### src/rtl/spi_slave_param.sv
// -----------------------------------------------------------------------------
// spi_slave_param
//
// Parametrised SPI slave: configurable word width, any CPOL/CPHA mode and
// multi-word frames. SCK, SSEL and MOSI are asynchronous to clk and pass
// through a SYNC_STAGES-deep synchroniser before use. The host side is fully
// synchronous to clk.
//
// Ports
//   clk, reset      system clock, asynchronous active-high reset
//   SCK, SSEL, MOSI SPI inputs from the master (SSEL active low)
//   MISO, miso_oe   slave data out and its output enable
//   rx_data/rx_valid   last complete received word, one-cycle valid pulse
//   tx_data/tx_valid   next word to transmit
//   tx_load         pulse when a transmit word is captured (or FILL used)
//   tx_underrun     pulse when FILL is used because tx_valid was low
//   frame_start     pulse on synchronised SSEL falling edge
//   frame_end       pulse on synchronised SSEL rising edge
//   frame_partial   with frame_end: the frame ended mid-word
//   word_index      words completed in the current frame (saturating)
// -----------------------------------------------------------------------------
module spi_slave_param #(
   parameter int                    WORD_WIDTH  = 8,
   parameter bit                    CPOL        = 1'b0,
   parameter bit                    CPHA        = 1'b0,
   parameter int                    SYNC_STAGES = 2,
   parameter int                    CNT_W       = 8,
   parameter logic [WORD_WIDTH-1:0] FILL        = '1
) (
   input  logic                  clk,
   input  logic                  reset,
   input  logic                  SCK,
   input  logic                  SSEL,
   input  logic                  MOSI,
   output logic                  MISO,
   output logic                  miso_oe,
   output logic [WORD_WIDTH-1:0] rx_data,
   output logic                  rx_valid,
   input  logic [WORD_WIDTH-1:0] tx_data,
   input  logic                  tx_valid,
   output logic                  tx_load,
   output logic                  tx_underrun,
   output logic                  frame_start,
   output logic                  frame_end,
   output logic                  frame_partial,
   output logic [CNT_W-1:0]      word_index
);

   localparam int                BC_W        = $clog2(WORD_WIDTH);
   localparam logic [BC_W-1:0]   LAST_BIT    = BC_W'(WORD_WIDTH - 1);
   // Mode 0 and mode 3 sample on rising SCK, modes 1 and 2 on falling SCK.
   localparam bit                SAMPLE_RISE = (CPOL == CPHA);

   typedef enum logic [1:0] {
      IDLE    = 2'd0,
      ACTIVE  = 2'd1,
      LOCKOUT = 2'd2
   } state_t;

   state_t state, state_nxt;

   logic [SYNC_STAGES-1:0] sck_sync, ssel_sync, mosi_sync;
   logic                   sck_d, ssel_d;
   logic [SYNC_STAGES:0]   warm;
   logic                   sck_s, ssel_s, mosi_s, ready;
   logic                   sck_rise, sck_fall, ssel_rise, ssel_fall;
   logic                   sample_edge, shift_edge;
   logic                   start_c, end_c, sample_act, shift_act, completing, load_c;

   logic [BC_W-1:0]        bit_cnt;
   logic [WORD_WIDTH-2:0]  rx_shift;
   logic [WORD_WIDTH-1:0]  tx_shift;
   logic                   word_done_p0;
   logic                   skip_shift;

   // ---- stage: input synchronisers and edge-detect flops ----
   // Preset to idle pin levels so reset release never looks like an edge.
   // warm fills with ones once the synchronisers hold real pin values, so
   // the LOCKOUT decision is not made on the preset levels.
   always_ff @(posedge clk or posedge reset) begin
      if (reset) begin
         sck_sync  <= {SYNC_STAGES{CPOL}};
         ssel_sync <= '1;
         mosi_sync <= '0;
         sck_d     <= CPOL;
         ssel_d    <= 1'b1;
         warm      <= '0;
      end else begin
         sck_sync  <= {sck_sync[SYNC_STAGES-2:0], SCK};
         ssel_sync <= {ssel_sync[SYNC_STAGES-2:0], SSEL};
         mosi_sync <= {mosi_sync[SYNC_STAGES-2:0], MOSI};
         sck_d     <= sck_s;
         ssel_d    <= ssel_s;
         warm      <= {warm[SYNC_STAGES-1:0], 1'b1};
      end
   end

   assign sck_s  = sck_sync[SYNC_STAGES-1];
   assign ssel_s = ssel_sync[SYNC_STAGES-1];
   assign mosi_s = mosi_sync[SYNC_STAGES-1];
   assign ready  = warm[SYNC_STAGES];

   assign sck_rise    = sck_s & ~sck_d;
   assign sck_fall    = ~sck_s & sck_d;
   assign ssel_rise   = ssel_s & ~ssel_d;
   assign ssel_fall   = ~ssel_s & ssel_d;
   assign sample_edge = SAMPLE_RISE ? sck_rise : sck_fall;
   assign shift_edge  = SAMPLE_RISE ? sck_fall : sck_rise;

   // ---- stage: frame state machine ----
   always_ff @(posedge clk or posedge reset) begin
      if (reset) state <= LOCKOUT;
      else       state <= state_nxt;
   end

   always_comb begin
      state_nxt = state;
      start_c   = 1'b0;
      end_c     = 1'b0;
      case (state)
         LOCKOUT: if (ready && ssel_s && ssel_d) state_nxt = IDLE;
         IDLE: begin
            if (ssel_fall) begin
               state_nxt = ACTIVE;
               start_c   = 1'b1;
            end
         end
         ACTIVE: begin
            if (ssel_rise) begin
               state_nxt = IDLE;
               end_c     = 1'b1;
            end
         end
         default: state_nxt = LOCKOUT;
      endcase
   end

   assign sample_act = (state == ACTIVE) && sample_edge;
   assign shift_act  = (state == ACTIVE) && shift_edge;
   assign completing = sample_act && (bit_cnt == LAST_BIT);
   // Reload at frame start and on the cycle after each completed word, but
   // not once the frame has already been closed.
   assign load_c     = start_c || (word_done_p0 && (state == ACTIVE));

   // ---- stage: receive shifter (data only, no reset needed) ----
   always_ff @(posedge clk) begin
      if (sample_act) rx_shift <= {rx_shift[WORD_WIDTH-3:0], mosi_s};
   end

   // ---- stage: word completion, transmit load and host-side pulses ----
   always_ff @(posedge clk or posedge reset) begin
      if (reset) begin
         bit_cnt       <= '0;
         word_index    <= '0;
         word_done_p0  <= 1'b0;
         rx_valid      <= 1'b0;
         rx_data       <= '0;
         tx_shift      <= '0;
         skip_shift    <= 1'b0;
         tx_load       <= 1'b0;
         tx_underrun   <= 1'b0;
         frame_start   <= 1'b0;
         frame_end     <= 1'b0;
         frame_partial <= 1'b0;
      end else begin
         frame_start   <= start_c;
         frame_end     <= end_c;
         // A word finishing in the same cycle as deselect is complete.
         frame_partial <= end_c && (bit_cnt != '0) && !completing;
         word_done_p0  <= completing;
         rx_valid      <= word_done_p0;
         tx_load       <= load_c;
         tx_underrun   <= load_c && !tx_valid;

         if (completing) rx_data <= {rx_shift, mosi_s};

         if (start_c)         bit_cnt <= '0;
         else if (completing) bit_cnt <= '0;
         else if (sample_act) bit_cnt <= bit_cnt + BC_W'(1);

         if (start_c)
            word_index <= '0;
         else if (completing && (word_index != '1))
            word_index <= word_index + CNT_W'(1);

         // The first shift edge after a load must not disturb the freshly
         // loaded MSB: in CPHA=1 that is the leading edge of every word, in
         // CPHA=0 it is the trailing edge right after a word's last sample.
         if (load_c) begin
            tx_shift   <= tx_valid ? tx_data : FILL;
            skip_shift <= start_c ? CPHA : 1'b1;
         end else if (shift_act) begin
            if (!skip_shift) tx_shift <= {tx_shift[WORD_WIDTH-2:0], 1'b0};
            skip_shift <= 1'b0;
         end
      end
   end

   assign MISO    = tx_shift[WORD_WIDTH-1];
   assign miso_oe = ~ssel_s;

endmodule

### config.mk
export PLATFORM = sky130hd
export DESIGN_NAME = spi_slave_param
export DESIGN_NICKNAME = d
export VERILOG_FILES = /design/src/rtl/spi_slave_param.sv
export SDC_FILE = /design/constraint.sdc
export NUM_CORES = 1
export LEC_CHECK = 0
export CAP_MARGIN = 25
export CORE_MARGIN = 2
export CORE_UTILIZATION = 52
export CTS_CLUSTER_SIZE = 20
export DETAILED_ROUTE_END_ITERATION = 7
export PLACE_DENSITY = 0.79
export SLEW_MARGIN = 15
export SYNTH_ARGS = -nofsm -noshare
export SYNTH_HDL_FRONTEND = slang
export SYNTH_SLANG_ARGS = --single-unit
### constraint.sdc
create_clock -name clk -period 2 [get_ports clk]
set_input_delay 0.6 -clock clk [delete_from_list [all_inputs] [get_ports clk]]
set_output_delay 0.6 -clock clk [all_outputs]
set_load 0.05 [all_outputs]
## Word-level counts from Yosys, hierarchy flattened

Index checks and enable logic that the tools add are counted.

- Register bits: 55
- Bits of input ports: 14
- Logic and storage cells: 78

- Equality and inequality tests: 8
- $add $sub $neg: 2
- Mux-type cells: 20
- Reduce and logical (&&, ||, !) cells: 20
- Bitwise logic cells: 8

Operator list:

| kind | number |
|---|---|
| $mux 8 | 6 |
| $logic_and 1x1->1 | 10 |
| $mux 3 | 3 |
| $add 8x1->8 const B | 1 |
| $ne 2x2->1 const B | 4 |
| $ne 8x8->1 const B | 1 |
| $mux 1 | 7 |
| $mux 2 | 3 |
| $pmux 2 s3 | 1 |
| $reduce_bool 3->1 | 2 |
| $and 1x1->1 | 4 |
| $not 1->1 | 4 |
| $reduce_bool 2->1 | 2 |
| $add 3x1->3 const B | 1 |
| $eq 3x3->1 const B | 1 |
| $reduce_and 3->1 | 1 |
| $eq 2x1->1 const B | 1 |
| $eq 2x2->1 const B | 1 |
| $logic_not 1->1 | 2 |
| $logic_not 2->1 | 1 |
| $reduce_and 2->1 | 1 |
| $logic_or 1x1->1 | 1 |

## Depth between registers and ports, before layout

- Word-level depth: 7
- Mapped depth: 7
- Depth with buffers taken out: 6

## Worst setup path before layout

No wires, ideal clock.

- Path kind: register to register
- From: reg word_index[0]
- To: reg word_index[3]
- Library setup time: 0.124 ns
- Arrival: 1.758 ns
- Stages on the path, launching flop included: 6
- Clock period less this slack: 1.882 ns
- Slack: 0.118 ns
- Path buffers: 0
- Cells stage by stage: dfrtp_1 ha_1 nand3_1 o211ai_1 nor3_1 a211o_1

- Cells in the longest elaborated chain, start to end: 3
- Elaborated cells between the ends (all ways): 6

Ends and longest elaborated chain:

| item | line | RTL |
|---|---|---|
| start: declaration | 46 | `output logic [CNT_W-1:0] word_index` |
| start signal: assignment | 184 | `word_index <= word_index + CNT_W'(1);` |
| $add 8x1->8 or $ne 8x8->1 (tied branches) | 184, 183 |  |
| $mux 8 or $logic_and 1x1->1 (tied branches) | 183 | `else if (completing && (word_index != '1))` |
| $mux 8 or $reduce_bool 2->1 (tied branches) | -- |  |

Several ways; a longest one is shown, not always the timed one. The select of a mux whose other input is x is not followed.
A chain may end at the register's enable or synchronous reset.

## Worst setup path after layout

- From: reg ssel_d
- To: reg word_index[2]

- Cells in the longest elaborated chain, start to end: 4
- Elaborated cells between the ends (all ways): 5

Ends and longest elaborated chain:

| item | line | RTL |
|---|---|---|
| start: declaration | 63 | `logic sck_d, ssel_d;` |
| start signal: assignment | 93 | `ssel_d <= ssel_s;` |
| $and 1x1->1 * | 106 | `assign ssel_fall = ~ssel_s & ssel_d;` |
| $mux 1 * | 123 | `if (ssel_fall) begin` |
| $mux 1 * | 120 | `case (state)` |
| net start_c | 68 | `logic start_c, end_c, sample_act, shift_act, completing, load_c;` |
| $mux 8 or $reduce_bool 2->1 (tied branches) | -- |  |

Mark *: on every way through the listed nets, which the timed path passes. The rest lies on a longest branch.

==> out/results.tsv <==
metric	value	unit
clock_sinks	55	
grt_antenna_before_repair	0	
path_max_fanout	6	
area.sequential	1420	um2
cts.htree.levels	2	
yosysWarningCount	0	
post-route-min-period	1.74	ns
die_h	69.0	um
crit_type	flop to flop	
multi_input_area	719	um2
rsz0062_at_grt	false	
critical_path.cell_chain	nand2b_1 -> or3_1 -> clkinv_2 -> nor2_1 -> a221o_1	
antenna_cells	0	
topRoutingLayerUsed	met4	
ir_drop	0.824	mV
cts_resized	0	
pre_cts_slack	0.271	ns
syn_inst	187	
post_cts_buffers	0	
grt.overflow.total	0	
crit_cells	5	
io_pins	38	
wl_per_cell	13.9	um
max_cap_violations	0	
fin_crit_sh	87.0	%
cp-start-kind	flop	
power	2.33	mW
skew	0.00959	ns
m1WireLength	1870	um
drive_gt1_share	21.0	%
vias_per_cell	5.24	
dpl_cell_area	2600	um2
finalSetupTns	0	ns
synthTopCellsByCount	dfrtp_1 (44), nand2_1 (36), mux2i_1 (14)	
syn-num-nets	205	
grt_max_degree	24	
wl_met3	192	um
place_congestion	0.817	
first_global_vias	1361	
whs	0.356	ns
hold_depth	0	
arrival	1.95	ns
stdcell_area	2720	um2
slowest_delay	0.55	ns
cts_tree	built	
yosysTopAreaCell	dfrtp_1	
synth-main-ff-cell	dfrtp_1	
yosysTopAreaCellShare	50.1	%
cp_data_required_time	2.21	ns
drv_slew	0	
synth.most_common_cell	dfrtp_1	
clk_pin_slew	0.10	ns
grt_pass1_wl	6360	um
synthArstFlopShare	87.3	%
rr_worst_depth	5	
finalSetupViolations	0	
start_util	54.5	%
hold_class	flop to flop	
synth_cell_type_count	39	
fill_cells	323	
status	completed	
dr.pass1.iters	4	
num_rows	23	
synthTopCellsByArea	dfrtp_1 (50%), edfxtp_1 (9.6%), mux2i_1 (6.4%), nand2_1 (6.2%), dfstp_2 (4.8%)	
cts_max_path_buffers	2	
synth_sequential_area_ratio	64.5	%
synth_edf_count	7	
die_x	69.0	um
io_buffers	37	
grt_use_total	18.6	%
clock_latency	0.31	ns
ys_ff_latch	55	
hold_viol_final	0	
crit_family	simple AND/OR/NAND/NOR gates	
synthesis.area	2200	um2
cts_inserted_buffers	5	
cp_slowest_cell	dfstp_2	
core_area	4030	um2
power_density	860	nW/um2
cts_root_buffer	clkbuf_8	
leakagePower	1.30	nW
endpoint_kind	flop	
path_buf_inv	1	
vias	1484	
num-nets-final	250	
fin_ws	0.261	ns
syn2layout_area_growth	23.6	%
fmax	575	MHz
dp_hpwl	2790	um
wl_met2	1810	um
ant_nets	0	
totalWireLength	3940	um
postCtsHoldBufs	0	
postSynthAreaPerCell	11.7	um2
first_iter_violations	109	
drc	0	
dieArea	4760	um2
-- registers in the layout (all words and copies together), names as in the netlist --
signal,flops
state,2
rx_data,8
frame_end,1
sck_d,1
tx_load,1
word_done_p0,1
rx_shift,7
warm,3
tx_shift,8
rx_valid,1
tx_underrun,1
word_index,8
sck_sync,2
ssel_sync,2
mosi_sync,2
bit_cnt,3
skip_shift,1
frame_partial,1
ssel_d,1
frame_start,1
-- cells in the final DEF, fill, tap and decap left out, types with 2 or more instances in the layout --
master | synthesis | layout
or2_2 | 2 | 2
edfxtp_1 | 7 | 7
nor2_1 | 9 | 9
nand2b_1 | 2 | 2
ha_1 | 4 | 4
o211ai_1 | 4 | 4
dfstp_2 | 4 | 4
inv_1 | 7 | 6
dfrtp_1 | 44 | 44
nor3_1 | 2 | 2
a211o_1 | 2 | 2
mux2i_1 | 14 | 14
clkinv_2 | 2 | 2
clkdlybuf4s50_1 | 0 | 13
nand2_1 | 36 | 36
nand3_1 | 9 | 9
clkbuf_8 | 0 | 5
a21oi_1 | 6 | 6
and3_1 | 2 | 2
or4_1 | 2 | 2
buf_4 | 1 | 28
nor2b_1 | 3 | 3
and2_1 | 2 | 2
o21ai_0 | 5 | 5
-- metal layers --
metal  vias up  GRT usage, %
li1        732             -
met1       708          24.6
met2        38          28.5
met3         6          5.68
met4         0          8.09
met5         -             0
-- where the power goes --
group / internal (mW) / total [mW] / switching (mW)
sequential: 1.23 / 1.29 / 0.0563
combinational: 0.126 / 0.304 / 0.178
clock: 0.380 / 0.744 / 0.365
total: 1.74 / 2.33 / 0.599
-- cells by family (layout without fill, tap and decap cells) --
family / count (synthesis) / after routing / share of synthesized area, %
multiplexers: 14 / 14 / 6.38
adder cells (fa/ha/maj): 4 / 4 / 2.28
AND/OR/NAND/NOR: 78 / 78 / 17.6
buffers and inverters: 14 / 60 / 2.74
AO/OA/AOI/OAI: 21 / 21 / 6.38
other: 1 / 1 / 0.171
flip-flops: 55 / 55 / 64.5
-- worst paths after layout --
kind / start / to / slack [ns]
max in group asynchronous: reset / tx_shift[4] / 0.89
min: warm[1] / warm[2] / 0.36
min reg2reg: warm[1] / warm[2] / 0.36
max reg2reg: ssel_d / word_index[2] / 0.26
max: ssel_d / word_index[2] / 0.26
min in group asynchronous: reset / word_index[3] / 0.62
-- metrics by stage --
step,utilization (%),instances
6_report,67.4,283
5_1_grt,67.4,283
4_1_cts,67.4,283
3_5_place_dp,64.5,275
3_3_place_gp,64.5,275
2_1_floorplan,-,187
-- area by class of cell --
cell class                      instances  share of cell area, %
Timing Repair Buffer                   42                   13.3
Multi-Input combinational cell        118                   26.5
Clock buffer                            5                   2.53
Inverter                               10                   1.47
Tap cell                               50                   2.30
Clock inverter                          3                   1.75
Sequential cell                        55                   52.2
Power figures use the tool's default switching activity.
==> edit 1, RTL diff (same settings) <==
Change the parameter `SYNC_STAGES` from 2 to 4.
--- a/src/rtl/spi_slave_param.sv
+++ b/src/rtl/spi_slave_param.sv
@@ -24,5 +24,5 @@
    parameter bit                    CPOL        = 1'b0,
    parameter bit                    CPHA        = 1'b0,
-   parameter int                    SYNC_STAGES = 2,
+   parameter int                    SYNC_STAGES = 4,
    parameter int                    CNT_W       = 8,
    parameter logic [WORD_WIDTH-1:0] FILL        = '1
Behaviour: not the same (a bounded check fails within 4 cycles, from zero or initial values and one cycle with reset high).
==> edit 1 against the unedited design <==
Sequential cell count up 8; die area is 7.4% higher; area after synthesis grew 7.9%; count of clock-buffer cells in the layout is 8 higher; cell area is 11% higher; maximum frequency fell by 5.0%; wire length is 7.3% higher; power up 30%; setup slack got worse by 0.092 ns; largest power group unchanged.
==> edit 1: results (changes against the unedited design) <==
Data buffer area share 12.2% (was 13.3%); sw power 0.711 mW (was 0.599 mW); CTS Buf Count 9 (was 5); Worst path max stage delay 0.60 ns (was 0.55 ns); Place WS 0.191 ns (was 0.271 ns); adder-cell area share of the yosys netlist 2.11% (was 2.28%); Non-clock inverters 8 (was 10); synth cell count leaders dfrtp_1 (50), nand2_1 (31), nand3_1 (8), o21ai_0 (8) (was dfrtp_1 (44), nand2_1 (36), mux2i_1 (14), nand3_1 (9), nor2_1 (9)); wl on met1 1.96 mm (was 1.87 mm); status complete, no violations (unchanged); Met3 Wirelength 178 µm (was 192 µm); Clk Latency, worst-skew pair 0.33 ns (was 0.31 ns); share of cells above drive strength 1 24.0% (was 21.0%); fillers 318 (was 323); Placer Congestion 0.818 (was 0.817); drt initial violations 153 (was 109); clock network power 1.22 mW (was 0.744 mW); combinational power share 11.2% (was 13.0%); flop2flop setup slack 0.17 ns (was 0.26 ns); Layout clock area frac 7.45% (was 4.29%); dpl cell area 2780 µm² (was 2600 µm²); Compound-Gate Fraction of Synth Area 8.76% (was 6.38%); Clock Skew 0.0100 ns (was 0.00959 ns); Non-clk bufs 43 (was 42); leakage power 1.44 nW (was 1.30 nW); wirelength, routed 4.23 mm (was 3.94 mm); Synth Area in XOR/XNOR 0.370% (was 0%); clock slew at reported path FFs 0.06 ns (was 0.10 ns); area occupied by multi-input gates 702 µm² (was 719 µm²); ranking of synthesized cells by area dfrtp_1 (53%), edfxtp_1 (8.9%), dfstp_2 (6.7%) (was dfrtp_1 (50%), edfxtp_1 (9.6%), mux2i_1 (6.4%)); sequential share of the synthesized area 68.3% (was 64.5%); placed cells 278 (was 275); clock buffers 13 (was 5); first-pass GRT wire length 7.14 mm (was 6.36 mm); GR Util met3 4.50% (was 5.68%); H-tree levels 3 (was 2); final core utilization 68.6% (was 67.4%); #MultiIn Comb 112 (was 118); met1 GRT Util 25.5% (was 24.6%); #FFs+latches synth 63 (was 55); Switching Share 23.5% (was 25.7%); fin nets 255 (was 250); multiplexer share of the synthesized area 2.96% (was 6.38%); Vias per Instance 5.39 (was 5.24); global routing usage on met2 27.0% (was 28.5%); register area 1620 µm² (was 1420 µm²); crit-path max FO 7 (was 6); Tcrit/Tclk final 91.6% (was 87.0%); CP max-delay cell or4b_1 (was dfstp_2); All-Layer GR Usage 18.6% (about the same)
==> edit 1: cell count changes after synthesis, moves of 4 or more <==
cell | before | now
nor2_1 | 9 | 5
a31oi_1 | 0 | 7
dfrtp_1 | 44 | 50
o211ai_1 | 4 | 0
nand2_1 | 36 | 31
mux2i_1 | 14 | 7
and3b_1 | 0 | 7
==> edit 1: how the worst min path moves through the flow <==
| stage | start | endpoint | slack, ns | cells past startpoint |
|---|---|---|---|---|
| floorplan | mosi_sync[0] | mosi_sync[1] | 0.33 | 0 |
| global placement | sck_sync[1] | sck_sync[2] | 0.33 | 0 |
| detailed placement | mosi_sync[1] | mosi_sync[2] | 0.34 | 0 |
| CTS | sck_sync[1] | sck_sync[2] | 0.35 | 0 |
| global route | ssel_sync[1] | ssel_sync[2] | 0.36 | 0 |
| finish | mosi_sync[0] | mosi_sync[1] | 0.35 | 0 |
==> edit 2, RTL diff (same flow settings) <==
Without the edit above. Remove the register `tx_underrun`: a continuous assignment takes its place, so the output `tx_underrun` follows one clock earlier.
--- a/src/rtl/spi_slave_param.sv
+++ b/src/rtl/spi_slave_param.sv
@@ -159,5 +159,4 @@
          skip_shift    <= 1'b0;
          tx_load       <= 1'b0;
-         tx_underrun   <= 1'b0;
          frame_start   <= 1'b0;
          frame_end     <= 1'b0;
@@ -171,5 +170,4 @@
          rx_valid      <= word_done_p0;
          tx_load       <= load_c;
-         tx_underrun   <= load_c && !tx_valid;
 
          if (completing) rx_data <= {rx_shift, mosi_s};
@@ -197,4 +195,6 @@
    end
 
+   assign tx_underrun = load_c && !tx_valid;
+
    assign MISO    = tx_shift[WORD_WIDTH-1];
    assign miso_oe = ~ssel_s;
Behaviour: not the same (Yosys sat finds a counterexample within 10 cycles, from zero or initial values and one cycle with reset high).
==> edit 2 against the unedited design <==
Area after synthesis down 1.1%; setup slack worse by 0.49 ns; non-clock buffer count up 4; the run now ends with negative setup slack left; combinational power up 5%; sequential cell count down 1; wire length down 4.9%; power down 7.5%; cell area up 0.74%.
==> edit 2: results (changes against the unedited design) <==
adder-cell area share of the yosys netlist 2.31% (was 2.28%); leakage power 1.30 nW (about the same); data arrival time of the critical path 1.63 ns (was 1.95 ns); port bufs 37 (unchanged); worst setup path start ssel_d (unchanged); crit-path max FO 2 (was 6); status finished, violations left (was complete, no violations); CTS Buf Count 5 (unchanged); first-pass GRT wire length 6.14 mm (was 6.36 mm); All-Layer GR Usage 18.0% (was 18.6%); share of cells above drive strength 1 22.9% (was 21.0%); ANT cells 0 (unchanged); clock slew at reported path FFs 0.08 ns (was 0.10 ns); Setup violations, final 1 (was 0); Clk Latency, worst-skew pair 0.29 ns (was 0.31 ns); largest family of logic cells by synthesized area simple AND/OR/NAND/NOR gates (unchanged); H-tree levels 2 (unchanged); largest net degree at the start of global routing 18 (was 24); Synth Area in XOR/XNOR 0% (unchanged); wirelength, routed 3.75 mm (was 3.94 mm); cell family with most CP delay simple AND/OR/NAND/NOR gates (unchanged); number of global-route vias before repair 1,406 (was 1,361); Final Worst Setup Slack -0.231 ns (was 0.261 ns); worst r2r path cells 5 (unchanged); Critical Path End tx_underrun (was word_index[2]); sequential share of the synthesized area 64.1% (was 64.5%); synth unique cells 39 (unchanged); setup TNS -0.231 ns (was 0 ns); dpl hpwl 2.77 mm (was 2.79 mm); Placer Congestion 0.761 (was 0.817); fillers 323 (unchanged); synth cell count leaders dfrtp_1 (43), nand2_1 (36), mux2i_1 (14), nand3_1 (9), nor2_1 (9) (was dfrtp_1 (44), nand2_1 (36), mux2i_1 (14), nand3_1 (9), nor2_1 (9)); multiplexer share of the synthesized area 6.46% (was 6.38%); Compound-Gate Fraction of Synth Area 6.46% (was 6.38%); flop2flop setup slack 0.25 ns; syn nets 204 (was 205); drt initial violations 53 (was 109); reg2reg start word_index[0] (was ssel_d); hold-fix buffers at CTS 0 (unchanged); Vias per Instance 5.16 (was 5.24); fin nets 253 (was 250); ranking of synthesized cells by area dfrtp_1 (50%), edfxtp_1 (9.7%), mux2i_1 (6.5%) (was dfrtp_1 (50%), edfxtp_1 (9.6%), mux2i_1 (6.4%)); Worst path max stage delay 0.53 ns (was 0.55 ns); dpl cell area 2630 µm² (was 2600 µm²); maximum VDD drop 0.000583 V (was 0.000824 V); failing checks negative setup slack; Yosys warnings 0 (unchanged); Post-synth ARST share 87.0% (was 87.3%); Clock Skew 0.00783 ns (was 0.00959 ns)
## edit 2: worst min path at each step
| stage | startpoint | endpoint | slack [ns] | cells after the start |
|---|---|---|---|---|
| 2_1_floorplan | mosi_sync[0] | mosi_sync[1] | 0.33 | 0 |
| 3_3_place_gp | warm[1] | warm[2] | 0.33 | 0 |
| 3_5_place_dp | warm[1] | warm[2] | 0.34 | 0 |
| 4_1_cts | warm[1] | warm[2] | 0.36 | 0 |
| 5_1_grt | sck_sync[0] | sck_sync[1] | 0.36 | 0 |
| 6_report | warm[1] | warm[2] | 0.35 | 0 |
## edit 2: per-layer routing
| layer | vias up | part of all wire, % | global-route usage, % |
|---|---|---|---|
| li1 | 732 | - | - |
| met3 | 4 | 4.4 | 5.03 |
| met5 | - | 0 | 0 |
| met2 | 30 | 49 | 29.7 |
| met4 | 0 | 1.1 | 7.25 |
| met1 | 710 | 46 | 22.5 |
## edit 2: cell families after synthesis
family,Yosys count
buf+inv,14
mux,14
other cells,1
compound gates,21
simple gates,78
fa+ha+maj,4
flops,54
## edit 2: power by group
part / leakage (nW) / total (mW) / internal, mW / switching (mW)
Sequential: 0.657 / 1.26 / 1.21 / 0.0489
Combinational: 0.597 / 0.320 / 0.139 / 0.182
Clock: 0.0463 / 0.582 / 0.273 / 0.309
Total: 1.30 / 2.16 / 1.62 / 0.539
## edit 2: metrics by stage
step / total power, mW / util (%) / setup slack [ns] / cells
floorplan: 1.48 / - / -0.0414 / 186
detailed placement: 1.60 / 65.7 / -0.0167 / 277
finish: 2.16 / 68.4 / -0.231 / 286
CTS: 2.19 / 68.1 / -0.260 / 286
global route: 2.28 / 68.4 / -0.285 / 286
global placement: 1.59 / 65.7 / -0.0134 / 277
## edit 2: worst register-to-register path: stages (launching register included)
cell,delay (ns)
dfrtp_1,0.43
ha_1,0.24
nand3_1,0.18
o211a_1,0.30
nor2_1,0.14
a221o_1,0.36
## edit 2: cell type report
class                           instances  share of cell area, %
Multi-Input combinational cell        118                   26.9
Clock buffer                            6                   3.02
Sequential cell                        54                   50.9
Timing Repair Buffer                   46                   15.2
Inverter                               10                   1.46
Tap cell                               50                   2.29
Clock inverter                          2                  0.274
## edit 2: what timing repair did
action,in CTS,in global routing
cloned,0,0
resized for setup,0,2
hold endpoints to repair,0,0
setup buffers,1,0
setup endpoints to repair,1,1
pin swaps,2,1
